`src/rtl/mode_select_ctrl_if.sv`:
```
// rtl/mode_select_ctrl_if.sv - mode request/acknowledge handshake between controller and datapath
// Purpose : carries the pending mode, its request strobe and the datapath acknowledge.
// Signals : mode_req_o  - controller requests a mode change (held until ack)
//           pend_mode_o - requested mode, stable while mode_req_o is high
//           mode_ack_i  - datapath accepts pend_mode_o
// Modports: master - the mode controller; slave - the mode-consuming datapath.

interface mode_select_ctrl_if;
    logic       mode_req_o;
    logic [1:0] pend_mode_o;
    logic       mode_ack_i;

    modport master (
        output mode_req_o,
        output pend_mode_o,
        input  mode_ack_i
    );

    modport slave (
        input  mode_req_o,
        input  pend_mode_o,
        output mode_ack_i
    );
endinterface

```
`src/rtl/mode_select_ctrl.sv`:
```
// rtl/mode_select_ctrl.sv - button-driven operating-mode sequencer with req/ack commit
// Purpose : synchronizes and debounces four push-buttons, arbitrates press events by
//           fixed priority (bit 3 highest) and requests the resulting mode from the
//           datapath; mode_o is committed only when the datapath acknowledges.
// Ports   : clk_i          - system clock, rising edge
//           rst_ni         - asynchronous active-low reset
//           buttons_i[3:0] - raw asynchronous push-buttons, active-high
//           mode_if        - master side of mode_select_ctrl_if (req / pending mode / ack)
//           mode_o[1:0]    - committed mode
//           mode_changed_o - one-cycle pulse on the cycle mode_o updates
//           busy_o         - high whenever the sequencer is not idle
//           timeout_o      - sticky ack-timeout flag
// Options : define MODE_SELECT_CTRL_TIMEOUT_EN to abort a request that sees no ack within
//           TIMEOUT_CYCLES; without it REQ waits indefinitely and timeout_o is tied low.

module mode_select_ctrl #(
    parameter int unsigned DEBOUNCE_CYCLES = 100000,
    parameter int unsigned CNT_W           = 17,
    parameter logic [1:0]  RESET_MODE      = 2'b00,
    parameter int unsigned TIMEOUT_CYCLES  = 1024
) (
    input  logic                       clk_i,
    input  logic                       rst_ni,
    input  logic [3:0]                 buttons_i,
    mode_select_ctrl_if.master         mode_if,
    output logic [1:0]                 mode_o,
    output logic                       mode_changed_o,
    output logic                       busy_o,
    output logic                       timeout_o
);

    typedef enum logic [1:0] {
        ST_IDLE     = 2'd0,
        ST_REQ      = 2'd1,
        ST_WAIT_REL = 2'd2
    } state_t;

    localparam logic [CNT_W-1:0] DB_LAST = CNT_W'(DEBOUNCE_CYCLES - 1);

    // Button conditioning
    logic [3:0]       r_sync1;
    logic [3:0]       r_sync2;
    logic [3:0]       r_sync_d;     // previous synchronized value, to detect a change
    logic [CNT_W-1:0] r_cnt [4];
    logic [3:0]       r_db;
    logic [3:0]       r_db_d;

    // Sequencer
    state_t           r_state;
    state_t           w_state_nxt;
    logic [1:0]       r_mode;
    logic [1:0]       r_pend;
    logic             r_changed;

    logic [3:0]       w_press;
    logic             w_any_press;
    logic [1:0]       w_win_mode;
    logic             w_load_pend;
    logic             w_commit;
    logic             w_expire;

    // Two-flop synchronizer followed by a per-button stability counter. The counter
    // restarts on any movement of the synchronized level, so only a level that holds
    // still for DEBOUNCE_CYCLES consecutive samples is accepted.
    always_ff @(posedge clk_i or negedge rst_ni) begin
        if (!rst_ni) begin
            r_sync1  <= '0;
            r_sync2  <= '0;
            r_sync_d <= '0;
            r_db     <= '0;
            r_db_d   <= '0;
            for (int i = 0; i < 4; i++) begin
                r_cnt[i] <= '0;
            end
        end else begin
            r_sync1  <= buttons_i;
            r_sync2  <= r_sync1;
            r_sync_d <= r_sync2;
            r_db_d   <= r_db;
            for (int i = 0; i < 4; i++) begin
                if ((r_sync2[i] == r_db[i]) || (r_sync2[i] != r_sync_d[i])) begin
                    r_cnt[i] <= '0;
                end else if (r_cnt[i] == DB_LAST) begin
                    r_db[i]  <= r_sync2[i];
                    r_cnt[i] <= '0;
                end else begin
                    r_cnt[i] <= r_cnt[i] + 1'b1;
                end
            end
        end
    end

    assign w_press     = r_db & ~r_db_d;
    assign w_any_press = |w_press;

    // Fixed priority: the highest-index pulsing button wins, lower ones are discarded.
    always_comb begin
        w_win_mode = 2'b11;
        if (w_press[3]) begin
            w_win_mode = 2'b00;
        end else if (w_press[2]) begin
            w_win_mode = 2'b01;
        end else if (w_press[1]) begin
            w_win_mode = 2'b10;
        end
    end

    always_comb begin
        w_state_nxt = r_state;
        w_load_pend = 1'b0;
        w_commit    = 1'b0;
        case (r_state)
            ST_IDLE: begin
                if (w_any_press) begin
                    if (w_win_mode != r_mode) begin
                        w_load_pend = 1'b1;
                        w_state_nxt = ST_REQ;
                    end else begin
                        w_state_nxt = ST_WAIT_REL;
                    end
                end
            end
            ST_REQ: begin
                // An ack in the same cycle as a timeout expiry still commits.
                if (mode_if.mode_ack_i) begin
                    w_commit    = 1'b1;
                    w_state_nxt = ST_WAIT_REL;
                end else if (w_expire) begin
                    w_state_nxt = ST_WAIT_REL;
                end
            end
            ST_WAIT_REL: begin
                // Holding any button keeps us here, so a held button never re-triggers.
                if (r_db == 4'b0000) begin
                    w_state_nxt = ST_IDLE;
                end
            end
            default: begin
                w_state_nxt = ST_IDLE;
            end
        endcase
    end

    always_ff @(posedge clk_i or negedge rst_ni) begin
        if (!rst_ni) begin
            r_state   <= ST_IDLE;
            r_mode    <= RESET_MODE;
            r_pend    <= RESET_MODE;
            r_changed <= 1'b0;
        end else begin
            r_state   <= w_state_nxt;
            r_changed <= w_commit;
            if (w_load_pend) begin
                r_pend <= w_win_mode;
            end
            if (w_commit) begin
                r_mode <= r_pend;
            end
        end
    end

`ifdef MODE_SELECT_CTRL_TIMEOUT_EN
    localparam int unsigned     TO_W    = (TIMEOUT_CYCLES > 1) ? $clog2(TIMEOUT_CYCLES) : 1;
    localparam logic [TO_W-1:0] TO_LAST = TO_W'(TIMEOUT_CYCLES - 1);

    logic [TO_W-1:0] r_to_cnt;
    logic            r_timeout;

    // The counter sits at zero outside REQ, so it is always fresh on entry to REQ.
    always_ff @(posedge clk_i or negedge rst_ni) begin
        if (!rst_ni) begin
            r_to_cnt  <= '0;
            r_timeout <= 1'b0;
        end else begin
            if (r_state != ST_REQ) begin
                r_to_cnt <= '0;
            end else if (!w_expire) begin
                r_to_cnt <= r_to_cnt + 1'b1;
            end
            if (w_commit) begin
                r_timeout <= 1'b0;
            end else if (w_expire) begin
                r_timeout <= 1'b1;
            end
        end
    end

    assign w_expire  = (r_state == ST_REQ) && (r_to_cnt == TO_LAST);
    assign timeout_o = r_timeout;
`else
    assign w_expire  = 1'b0;
    assign timeout_o = 1'b0;
`endif

    // Request and busy decode straight from the state register, so an asynchronous
    // reset drops them in the same cycle.
    assign mode_if.mode_req_o  = (r_state == ST_REQ);
    assign mode_if.pend_mode_o = r_pend;
    assign mode_o              = r_mode;
    assign mode_changed_o      = r_changed;
    assign busy_o              = (r_state != ST_IDLE);

endmodule

```
`src/flat_wrapper.sv`:
```
// flat-port wrapper written by rule: the top's interface ports become plain ports
module mode_select_ctrl_flat 
#(
    parameter int unsigned DEBOUNCE_CYCLES = 100000,
    parameter int unsigned CNT_W           = 17,
    parameter logic [1:0]  RESET_MODE      = 2'b00,
    parameter int unsigned TIMEOUT_CYCLES  = 1024
)
  (clk_i, rst_ni, buttons_i, mode_o, mode_changed_o, busy_o, timeout_o, mode_if_mode_req_o, mode_if_pend_mode_o, mode_if_mode_ack_i);
  mode_select_ctrl_if mode_if_i ();
  input  logic clk_i;
  input  logic rst_ni;
  input  logic [3:0] buttons_i;
  output logic [1:0] mode_o;
  output logic mode_changed_o;
  output logic busy_o;
  output logic timeout_o;
  output wire logic [$bits(mode_if_i.mode_req_o)-1:0] mode_if_mode_req_o;
  output wire logic [$bits(mode_if_i.pend_mode_o)-1:0] mode_if_pend_mode_o;
  input wire logic [$bits(mode_if_i.mode_ack_i)-1:0] mode_if_mode_ack_i;
  assign mode_if_mode_req_o = mode_if_i.mode_req_o;
  assign mode_if_pend_mode_o = mode_if_i.pend_mode_o;
  assign mode_if_i.mode_ack_i = mode_if_mode_ack_i;
  mode_select_ctrl #(.DEBOUNCE_CYCLES(DEBOUNCE_CYCLES), .CNT_W(CNT_W), .RESET_MODE(RESET_MODE), .TIMEOUT_CYCLES(TIMEOUT_CYCLES)) u_core (.clk_i(clk_i), .rst_ni(rst_ni), .buttons_i(buttons_i), .mode_if(mode_if_i), .mode_o(mode_o), .mode_changed_o(mode_changed_o), .busy_o(busy_o), .timeout_o(timeout_o));
endmodule
```
`config.mk`:
```
export PLATFORM = sky130hd
export DESIGN_NAME = mode_select_ctrl_flat
export DESIGN_NICKNAME = d
export VERILOG_FILES = /design/src/rtl/mode_select_ctrl_if.sv /design/src/rtl/mode_select_ctrl.sv /design/src/flat_wrapper.sv
export SDC_FILE = /design/constraint.sdc
export NUM_CORES = 1
export LEC_CHECK = 0
export ABC_CLOCK_PERIOD_IN_PS = 1660
export BUFFER_PORTS_ARGS = -buffer_cell sky130_fd_sc_hd__buf_4
export CORE_MARGIN = 2
export CORE_UTILIZATION = 35
export DETAILED_ROUTE_END_ITERATION = 8
export GPL_ROUTABILITY_DRIVEN = 0
export HOLD_SLACK_MARGIN = 0.03
export PLACE_DENSITY = 0.52
export SYNTH_ARGS = -nofsm -noshare
export SYNTH_HDL_FRONTEND = slang
export SYNTH_SLANG_ARGS = --single-unit
```
`constraint.sdc`:
```
create_clock -name clk_i -period 1.66 [get_ports clk_i]
set_clock_uncertainty 0.15 [all_clocks]
set_input_delay 0.166 -clock clk_i [delete_from_list [all_inputs] [get_ports clk_i]]
set_output_delay 0.166 -clock clk_i [all_outputs]
set_load 0.05 [all_outputs]
```
Yosys cells after proc, flatten, opt, wreduce, memory -nomap -nowiden
Index checks and enable logic that the tools add are counted.
- multiply operators: 0
- div/mod/pow operators: 0
- mux-type cells: 21
- shifts and indexed selects: 0
- bitwise gates (word level): 6
- order comparisons: 0
- $add $sub $neg: 4
- equal/unequal tests: 18
- reductions and logical operators: 13
- operators with widths (operator ; number):
    2-to-1 mux 17 bit ; 8
    adder 17 x 1 -> 17 bit (second input constant) ; 4
    == test 17 bit (second input constant) ; 4
    2-to-1 mux 2 bit ; 6
    AND reduction 2 bit ; 4
    2-to-1 mux 1 bit ; 6
    inequality test 2 x 1 -> 1 bit (second input constant) ; 3
    case mux 2 bit (3 select lines) ; 1
    bitwise AND 4 bit ; 1
    == test 1 bit ; 4
    logical NOT 4 bit ; 1
    logical OR 1 bit ; 4
    inequality test 1 bit ; 4
    NOT 1 bit ; 4
    NOT 4 bit ; 1
    OR reduction 4 bit ; 1
    AND reduction 3 bit ; 1
    == test 2 x 1 -> 1 bit (second input constant) ; 1
    == test 2 bit (second input constant) ; 1
    logical NOT 2 bit ; 1
    inequality test 2 bit ; 1
    nonzero test 2 bit ; 1
- bits of input ports: 7
- ROM bits: 0
- latch bits: 0
- memories: 0
- logic and storage cells: 78
- output and inout port bits: 8
- register bits after elaboration: 95
- bits in writable memories: 0

Depth between registers and ports, before layout
Gate-level depths: netlist of the first run.
- depth in word-level cells: 9
- gate-level depth with buffers: 7

Worst setup path after synthesis of the first run
No wires, ideal clock.
- kind: register to register
- start point: register u_core.r_state[0]
- end point: register u_core.r_mode[0], in the netlist u_core.mode_o[0]
- required time: 1.385 ns
- arrival time: 1.661 ns
- stages on the path, launching flop included: 4
- clock period less this slack: 1.935 ns
- path slack: -0.275 ns
- path through: dfrtp_1 > nor2b_1 > nand2_1 > mux2_2
- word-level cells in the longest chain between the ends: 2
- RTL lines (item ; RTL line ; text):
    from (decl) ; mode_select_ctrl.sv:49 ; state_t r_state;
    from (signal assigned) ; mode_select_ctrl.sv:151 ; r_state <= w_state_nxt;
    == test 2 x 1 -> 1 bit ; n/a ;
    named net mode_if_mode_req_o ; flat_wrapper.sv:18 ; output wire logic [$bits(mode_if_i.mode_req_o)-1:0] mode_if_mode_req_o;
    2-to-1 mux 1 bit ; mode_select_ctrl.sv:112 ; case (r_state)
    to (signal assigned) ; mode_select_ctrl.sv:157 ; r_mode <= r_pend;
    to (decl) ; mode_select_ctrl.sv:51 ; logic [1:0] r_mode;
The timed path passes the listed nets, and every way through them passes these cells.
A chain may end at the register's enable or synchronous reset.

Final worst setup path of the first run
- start point: register u_core.r_cnt[0] (netlist bit)
- end point: register u_core.r_cnt[16] (netlist bit)
- word-level cells in the longest chain between the ends: 3
- elaborated cells between the ends (all ways): 4
- those cells by class: add/sub: 1; eq/ne: 1; mux: 2
- RTL lines (item ; RTL line ; text):
    from (decl) ; mode_select_ctrl.sv:44 ; logic [CNT_W-1:0] r_cnt [4];
    from (signal, indexed assignment) ; mode_select_ctrl.sv:87 ; r_cnt[i] <= r_cnt[i] + 1'b1;
    adder 17 x 1 -> 17 bit or == test 17 bit (tied branches) ; mode_select_ctrl.sv:87, mode_select_ctrl.sv:83 ;
    2-to-1 mux 17 bit * ; mode_select_ctrl.sv:83 ; end else if (r_cnt[i] == DB_LAST) begin
    2-to-1 mux 17 bit * ; mode_select_ctrl.sv:81 ; if ((r_sync2[i] == r_db[i]) || (r_sync2[i] != r_sync_d[i])) begin
Every way passes the cells marked *; elsewhere a longest branch is shown, timed or not.

==> results of run 1 <==
-- final timing paths --
check                                       start                 to  cells past startpoint
worst min-delay path                       rst_ni  u_core.r_sync2[3]                      2
min in group clk_i              u_core.r_sync1[3]  u_core.r_sync2[3]                      0
worst min register to register  u_core.r_sync1[3]  u_core.r_sync2[3]                      0
worst max register to register    u_core.r_cnt[0]   u_core.r_cnt[16]                      6
max in group asynchronous                  rst_ni   u_core.r_cnt[19]                      3
worst max-delay path              u_core.r_cnt[0]   u_core.r_cnt[16]                      6
-- layout make-up --
type,count,area (sq um),area share [%]
sequential,95,2380,42.4
multi-input combinational,311,2100,37.4
timing repair buffer,71,602,10.7
clock buffer,12,246,4.39
tap,168,210,3.74
clock inverter,4,45.0,0.801
inverter,9,33.8,0.601
-- flip-flops by register name, summed over array words and instances (netlist names) --
name and cells:
u_core.r_db 4, u_core.r_sync1 4, u_core.mode_if.pend_mode_o 2, u_core.r_sync2 4, u_core.r_state 2, u_core.mode_changed_o 1, u_core.r_cnt 68, u_core.r_db_d 4
u_core.mode_o 2, u_core.r_sync_d 4
-- per-stage QoR --
| stage | power (uW) | TNS [ps] | utilization (%) | instances |
|---|---|---|---|---|
| after floorplan | 2450 | 0 | - | 420 |
| after global placement | 2550 | 0 | 42.0 | 644 |
| after detailed placement | 2550 | -35.4 | 42.0 | 644 |
| after CTS | 4630 | 0 | 45.0 | 667 |
| after global routing | 4770 | -365 | 46.6 | 670 |
| final | 4560 | 0 | 46.6 | 670 |
-- cell usage after synthesis (4+ instances only) --
master	instances	area share (%)
and2_1	5	0.72
and3_1	6	0.86
and4_1	6	1.2
buf_2	4	0.46
dfrtp_1	95	55
ha_1	4	1.2
inv_1	9	0.78
nand2_1	32	2.8
nand2b_1	7	1.0
nand3_1	18	2.1
nand4_1	17	2.4
nor2_1	83	7.2
nor2b_1	6	0.86
nor3_1	14	1.6
nor3b_1	4	0.69
nor4b_1	4	0.81
o211ai_1	5	0.86
o21ai_0	7	0.81
or3_1	4	0.58
xnor2_1	27	5.4
xor2_1	33	6.6
-- power breakdown --
part | switching [uW] | internal, uW | leakage (uW)
combinational | 97.1 | 65.3 | 0.000980
sequential | 20.2 | 2340 | 0.00129
clock | 840 | 1200 | 0.000146
total | 957 | 3610 | 0.00242
-- routing by layer --
layer	GRT usage, %	wire [um]
met3	2.35	170
met5	0	0
met2	21.1	3810
met1	18.2	4020
met4	6.83	160
-- repair_timing --
item,in CTS,in global routing
hold buffers,6,0
hold endpoints to repair,100,0
endpoints found under the setup margin,19,71
pin swaps,1,13
setup buffers,1,4
gates resized for setup,2,39
-- cell families after synthesis --
| family | after synthesis | share of synthesized area (%) |
|---|---|---|
| and+or+nand+nor | 218 | 25.9 |
| DFF | 95 | 54.6 |
| xor gates and xnor gates | 60 | 12.1 |
| AOI/OAI and AO/OA | 25 | 3.91 |
| buffers and inverters | 14 | 1.41 |
| adders and majority gates | 4 | 1.15 |
| muxes | 3 | 0.776 |
| other | 1 | 0.0862 |
-- worst max-delay path: stages (launching register included) --
cell and delay (ps):
dfrtp_1 420, ha_4 170, nand3_4 100, nor3_4 200, nand3_2 90, or3_4 330, a21oi_2 120
==> impl_metrics.json, run 1 <==
{
  "syn-num-nets": 431,
  "crit_arrival_ps": 1770,
  "post-dp-hpwl_mm": 5.63,
  "grt_pass1_vias": 3178,
  "cp.required_ps": 1780,
  "io_buffers": 13,
  "die_w_um": 115,
  "antenna_found_initial": 0,
  "syn_to_final_growth_pct": 29.2,
  "grt_max_degree": 35,
  "finalCritPeriodShare_pct": 98.9,
  "max_cap_violations": 0,
  "hold_slack_ps": 162,
  "ys_types": 44,
  "num_rows": 40,
  "reg2reg_setup_slack_ps": 20,
  "n_antenna_cell": 0,
  "drt_iter0_drc": 197,
  "crit_path_end_kind": "register",
  "dr_total_vias": 3146,
  "drv_slew": 0,
  "syn-cell-area_sq_um": 4350,
  "fmax_ghz": 0.609,
  "irDropWorstVdd_v": 0.000394,
  "cts_tree": "built",
  "wl_per_cell_um": 12.2,
  "vias_per_cell": 4.70,
  "clockBufferDepth": 2,
  "wirelength_mm": 8.16,
  "dr.pass1.iters": 4,
  "start_kind": "register",
  "synthArstFlopShare_pct": 100,
  "final_cell_mix": "dfrtp_1 (91), nor2_1 (78), buf_4 (60)",
  "setup_viol": 0,
  "overflow": 0,
  "dpl_cell_area_sq_um": 5060,
  "post-place-ws_ps": -29.4,
  "design_area_sq_um": 5620,
  "n_fill_cell": 1100,
  "synth_seq_cells": 95,
  "drc": 0,
  "synth-main-ff-cell": "dfrtp_1",
  "post_synth_inst_count": 420,
  "clk_latency_ps": 340,
  "clock-sinks": 95,
  "cts_inserted_buffers": 9,
  "initial_core_util_pct": 36.1,
  "hold_path.class": "input port to asynchronous set/reset pin",
  "cts-root-buf": "clkbuf_16",
  "powerDensity_nw_per_um2": 812,
  "grt_setup_unrepaired": "true",
  "timing.final.ws_setup_ps": 18.2,
  "outcome": "complete, no violations",
  "dieArea_sq_um": 13300,
  "yosys_warnings": 0,
  "seq_area_frac_synth_pct": 54.6,
  "ant_nets": 0,
  "synth_edf_count": 0,
  "nNetsFinal": 508,
  "layout-drive-gt1-share_pct": 26.3,
  "path_class": "register to register",
  "ios": 15,
  "htree_levels": 3,
  "grt_pass1_wl_mm": 14.4,
  "worstPathMaxFanout": 3,
  "design.core.area_sq_um": 12100,
  "track_usage_pct": 13.5,
  "hold_viol_final": 0,
  "die_h_um": 115,
  "p_leak_uw": 0.00242,
  "cts.clk_slew.worst_paths_ps": 60,
  "layout_commonest_cell": "dfrtp_1",
  "syn_avg_cell_area_sq_um": 10.4,
  "fin_crit_ps": 1640
}
(Power assumes the default switching activity.)
==> run 2: changes to the inputs <==
--- a/config.mk
+++ b/config.mk
@@ -8,11 +8,11 @@
 export ABC_CLOCK_PERIOD_IN_PS = 1660
 export BUFFER_PORTS_ARGS = -buffer_cell sky130_fd_sc_hd__buf_4
 export CORE_MARGIN = 2
-export CORE_UTILIZATION = 35
+export CORE_UTILIZATION = 50
 export DETAILED_ROUTE_END_ITERATION = 8
 export GPL_ROUTABILITY_DRIVEN = 0
 export HOLD_SLACK_MARGIN = 0.03
-export PLACE_DENSITY = 0.52
+export PLACE_DENSITY = 0.69
 export SYNTH_ARGS = -nofsm -noshare
 export SYNTH_HDL_FRONTEND = slang
 export SYNTH_SLANG_ARGS = --single-unit
==> impl_metrics.json, run 2 (same netlist as run 1, synthesis figures left out) <==
{
  "outcome": "complete, no violations",
  "drv_slew": 0,
  "reg2reg_setup_slack_ps": 3,
  "post-dp-hpwl_mm": 5.61,
  "htree_levels": 3,
  "clockBufferDepth": 2,
  "cts.clk_slew.worst_paths_ps": 90,
  "hold_slack_ps": 135,
  "finalCritPeriodShare_pct": 99.8,
  "n_fill_cell": 708,
  "powerDensity_nw_per_um2": 740,
  "power.share.sequential_pct": 59.2,
  "wl_per_cell_um": 13.3,
  "top_register": "u_core.r_cnt",
  "cts_tree": "built",
  "rr_startpoint": "u_core.r_cnt[0]",
  "start_kind": "register",
  "antenna_found_initial": 0,
  "track_usage_pct": 18.0,
  "power.internal_uw": 3070,
  "max_cap_violations": 0,
  "power_frac_comb_pct": 4.3,
  "wirelength_mm": 8.02,
  "grt_max_degree": 30,
  "clk_latency_ps": 360,
  "die_w_um": 97.3,
  "syn_to_final_growth_pct": 23.6,
  "ios": 15,
  "clkPwrFrac_pct": 36.4,
  "dr.pass1.iters": 4,
  "io_buffers": 13,
  "crit_path_start": "u_core.r_cnt[0]",
  "final_cell_mix": "dfrtp_1 (89), nor2_1 (79), buf_4 (49)",
  "fmax_ghz": 0.603,
  "setup_viol": 0,
  "layout-drive-gt1-share_pct": 24.5,
  "nNetsFinal": 499,
  "grt_pass1_wl_mm": 14.1,
  "power_uw": 3980,
  "hold_viol_final": 0,
  "initial_core_util_pct": 50.6,
  "dieArea_sq_um": 9460,
  "ant_nets": 0,
  "die_h_um": 97.3,
  "cts_inserted_buffers": 9,
  "crit_arrival_ps": 1800,
  "regToRegEndpoint": "u_core.r_cnt[16]",
  "largest_reg_flops": 68,
  "cts-root-buf": "clkbuf_8",
  "path_class": "register to register",
  "irDropWorstVdd_v": 0.000530,
  "dr_total_vias": 3144,
  "grt_pass1_vias": 3159,
  "design.core.area_sq_um": 8590,
  "drt_iter0_drc": 64,
  "fin_crit_ps": 1660,
  "vias_per_cell": 5.23,
  "num_rows": 34,
  "cp.required_ps": 1800,
  "layout_commonest_cell": "dfrtp_1",
  "post-place-ws_ps": -25.0,
  "clock-sinks": 95,
  "crit_path_end_kind": "register",
  "reg2reg_depth": 6,
  "hold_path.class": "input port to asynchronous set/reset pin",
  "overflow": 0,
  "design_area_sq_um": 5380,
  "drc": 0,
  "dpl_cell_area_sq_um": 4920,
  "p_leak_uw": 0.00234,
  "worstPathMaxFanout": 3,
  "switchingPower_uw": 901,
  "n_antenna_cell": 0,
  "swShare_pct": 22.7,
  "timing.final.ws_setup_ps": 2.61,
  "grt_setup_unrepaired": "true",
  "crit_end": "u_core.r_cnt[16]"
}
run 2: per-stage QoR:
step | utilization [%] | std cells | TNS, ps
3_3_place_gp | 57.3 | 574 | 0
6_report | 62.6 | 601 | 0
3_5_place_dp | 57.3 | 574 | -35.8
2_1_floorplan | - | 420 | 0
4_1_cts | 60.4 | 596 | 0
5_1_grt | 62.6 | 601 | -673
run 2: timing repair:
item / CTS / global route
pin swaps: 3 / 16
setup buffers: 0 / 5
setup endpoints to repair: 12 / 64
hold endpoints to repair: 100 / 0
hold buffers: 6 / 0
resized for setup: 4 / 35
run 2: area by class of cell:
cell class	count	area (sq um)	area share, %
sequential	95	2380	44.4
multi-input combinational	311	2080	38.7
timing repair buffer	62	551	10.2
clock buffer	12	165	3.07
tap	108	135	2.51
inverter	9	33.8	0.628
clock inverter	4	28.8	0.535
run 2: how the worst min path moves through the flow:
stage,from,endpoint,slack (ps),cells past startpoint
after floorplan,rst_ni,u_core.mode_changed_o,-280,0
after detailed placement,rst_ni,u_core.r_cnt[11],-30,1
after global routing,rst_ni,u_core.r_sync1[3],150,2
after CTS,rst_ni,u_core.r_cnt[11],140,2
after global placement,rst_ni,u_core.r_cnt[11],-30,1
final,rst_ni,u_core.r_cnt[11],140,2
run 2: power by group through the flow:
stage	clock, uW	sequential (uW)	combinational, uW
after CTS	1510	2350	169
after detailed placement	0	2400	157
after floorplan	0	2400	50.2
after global routing	1600	2360	195
final	1450	2360	171
after global placement	0	2400	153
run 2: per-layer routing:
metal	share of wire [%]	wire length [um]	vias up	GRT usage, %
li1	-	-	1558	-
met1	47	3800	1540	23.6
met2	49	3910	39	30.0
met3	2.7	214	7	4.24
met4	1.1	91	0	5.66
met5	0	0	-	0
run 2: worst max-delay path: stages (launching register included):
cell,delay (ps)
dfrtp_1,420
ha_4,170
nand3_4,110
nor3_4,200
nand3_2,100
or3_4,340
a21oi_2,110
==> run 3: changes to the inputs <==
--- a/config.mk
+++ b/config.mk
@@ -7,12 +7,14 @@
 export LEC_CHECK = 0
 export ABC_CLOCK_PERIOD_IN_PS = 1660
 export BUFFER_PORTS_ARGS = -buffer_cell sky130_fd_sc_hd__buf_4
+export CELL_PAD_IN_SITES_DETAIL_PLACEMENT = 1
+export CELL_PAD_IN_SITES_GLOBAL_PLACEMENT = 1
 export CORE_MARGIN = 2
-export CORE_UTILIZATION = 50
+export CORE_UTILIZATION = 44
 export DETAILED_ROUTE_END_ITERATION = 8
 export GPL_ROUTABILITY_DRIVEN = 0
 export HOLD_SLACK_MARGIN = 0.03
-export PLACE_DENSITY = 0.69
+export PLACE_DENSITY = 0.71
 export SYNTH_ARGS = -nofsm -noshare
 export SYNTH_HDL_FRONTEND = slang
 export SYNTH_SLANG_ARGS = --single-unit
==> constraint.sdc (replaced) <==
create_clock -name clk_i -period 1.66 [get_ports clk_i]
set_clock_uncertainty 0.15 [all_clocks]
set_input_delay 0.166 -clock clk_i [delete_from_list [all_inputs] [get_ports clk_i]]
set_output_delay 0.166 -clock clk_i [all_outputs]
set_load 0.1 [all_outputs]
==> impl_metrics.json, run 3 (same netlist as run 1, synthesis figures left out) <==
{
  "outcome": "complete, but fails checks",
  "violations": "negative setup slack",
  "cts.clk_slew.worst_paths_ps": 90,
  "die_w_um": 103,
  "overflow": 0,
  "vias_per_cell": 5.14,
  "clk_latency_ps": 370,
  "top_register": "u_core.r_cnt",
  "nNetsFinal": 508,
  "drt_iter0_drc": 43,
  "powerDensity_nw_per_um2": 711,
  "cp_top_family": "simple AND/OR/NAND/NOR gates",
  "power.share.sequential_pct": 60.4,
  "setup_viol": 1,
  "grt_setup_unrepaired": "true",
  "cp_slowest_cell": "dfrtp_1",
  "cts_tree": "built",
  "post-place-ws_ps": -31.6,
  "timing.final.ws_setup_ps": -10.2,
  "power.internal_uw": 2950,
  "slew_headroom_pct": 66.5,
  "layout-drive-gt1-share_pct": 27.5,
  "clockBufferDepth": 2,
  "n_antenna_cell": 0,
  "cts_inserted_buffers": 9,
  "ant_nets": 0,
  "cts-root-buf": "clkbuf_8",
  "track_usage_pct": 19.2,
  "num_rows": 36,
  "cp.required_ps": 1760,
  "layout_commonest_cell": "dfrtp_1",
  "hold_path.class": "input port to asynchronous set/reset pin",
  "fin_crit_ps": 1670,
  "fmax_ghz": 0.599,
  "switchingPower_uw": 950,
  "dr.pass1.iters": 4,
  "max_cap_violations": 0,
  "power_frac_comb_pct": 4.4,
  "clock-sinks": 95,
  "clkPwrFrac_pct": 35.1,
  "cp_cell_sequence": "ha_4, nand3_2, nor2_2, nand4_1, nand2b_1, buf_4, nor2_1",
  "grt_pass1_vias": 3508,
  "design.core.area_sq_um": 9680,
  "multi_input_area_sq_um": 2110,
  "initial_core_util_pct": 44.9,
  "irDropWorstVdd_v": 0.000516,
  "slowest_delay_ps": 430,
  "wirelength_mm": 9.56,
  "worst-path-buf-inv": 1,
  "dr_total_vias": 3264,
  "crit_path_start": "u_core.r_cnt[17]",
  "syn_to_final_growth_pct": 25.9,
  "wl_per_cell_um": 15.1,
  "tightest_slew_ps": 498,
  "antenna_found_initial": 0,
  "p_leak_uw": 0.00238,
  "worstPathMaxFanout": 7,
  "htree_levels": 3,
  "n_fill_cell": 1075,
  "rr_startpoint": "u_core.r_cnt[17]",
  "post-dp-hpwl_mm": 6.73,
  "grt_pass1_wl_mm": 16.0,
  "finalCritPeriodShare_pct": 101,
  "grt_max_degree": 48,
  "io_buffers": 13,
  "drv_slew": 0,
  "final_cell_mix": "dfrtp_1 (89), nor2_1 (78), buf_4 (60)",
  "finish.utilization_pct": 56.6,
  "crit_path_end_kind": "register",
  "hold_viol_final": 0,
  "die_h_um": 103,
  "start_kind": "register",
  "register_area_sq_um": 2390,
  "drc": 0,
  "ios": 15,
  "swShare_pct": 24.4,
  "largest_reg_flops": 68,
  "path_class": "register to register",
  "dieArea_sq_um": 10700,
  "crit_arrival_ps": 1770
}
==> run 3: metal layers <==
layer / GRT usage, % / up-vias / share of wire (%)
met4: 5.36 / 0 / 1.4
met2: 34.1 / 24 / 52
met3: 4.30 / 13 / 2.0
met5: 0 / - / 0
li1: - / 1576 / -
met1: 23.3 / 1651 / 45
==> run 3: cell type report <==
| type | instances | area share (%) |
|---|---|---|
| tap | 133 | 3.04 |
| inverter | 9 | 0.617 |
| clock buffer | 9 | 2.26 |
| clock inverter | 7 | 0.914 |
| sequential | 95 | 43.6 |
| multi-input combinational | 311 | 38.6 |
| timing repair buffer | 71 | 11.0 |
==> run 3: power groups by stage <==
stage,Combinational [uW],Sequential (uW),Clock (uW)
finish,173,2360,1370
global route,197,2360,1510
CTS,177,2360,1420
detailed placement,163,2400,0
global placement,159,2400,0
floorplan,55.1,2400,0
==> run 3: worst paths after layout <==
check / endpoint / slack [ps] / cells past startpoint
setup / recovery: u_core.r_cnt[20] / -10 / 7
hold / removal: u_core.r_cnt[4] / 40 / 2
setup reg to reg: u_core.r_cnt[20] / -10 / 7
hold reg to reg: u_core.r_sync2[2] / 200 / 0
max in group asynchronous: u_core.r_cnt[19] / 790 / 3
min in group clk_i: u_core.r_sync2[2] / 200 / 0
==> run 3: timing repair <==
action                     4_1_cts  5_1_grt
setup endpoints to repair       35       74
setup buffers                    2        6
hold endpoints to repair       103        0
hold buffers                     6        0
resized for setup               12       31
pin swaps                        7        9
==> run 3: per-stage QoR <==
stage / hold slack [ps] / total power [uW] / area (sq um) / TNS (ps) / instances
floorplan: -280 / 2450 / 4390 / -175 / 420
global placement: -101 / 2560 / 5000 / 0 / 605
detailed placement: -98.6 / 2560 / 5000 / -114 / 605
CTS: 42.6 / 3960 / 5300 / 0 / 629
global route: 69.0 / 4060 / 5480 / -1760 / 635
finish: 43.6 / 3900 / 5480 / -10.2 / 635
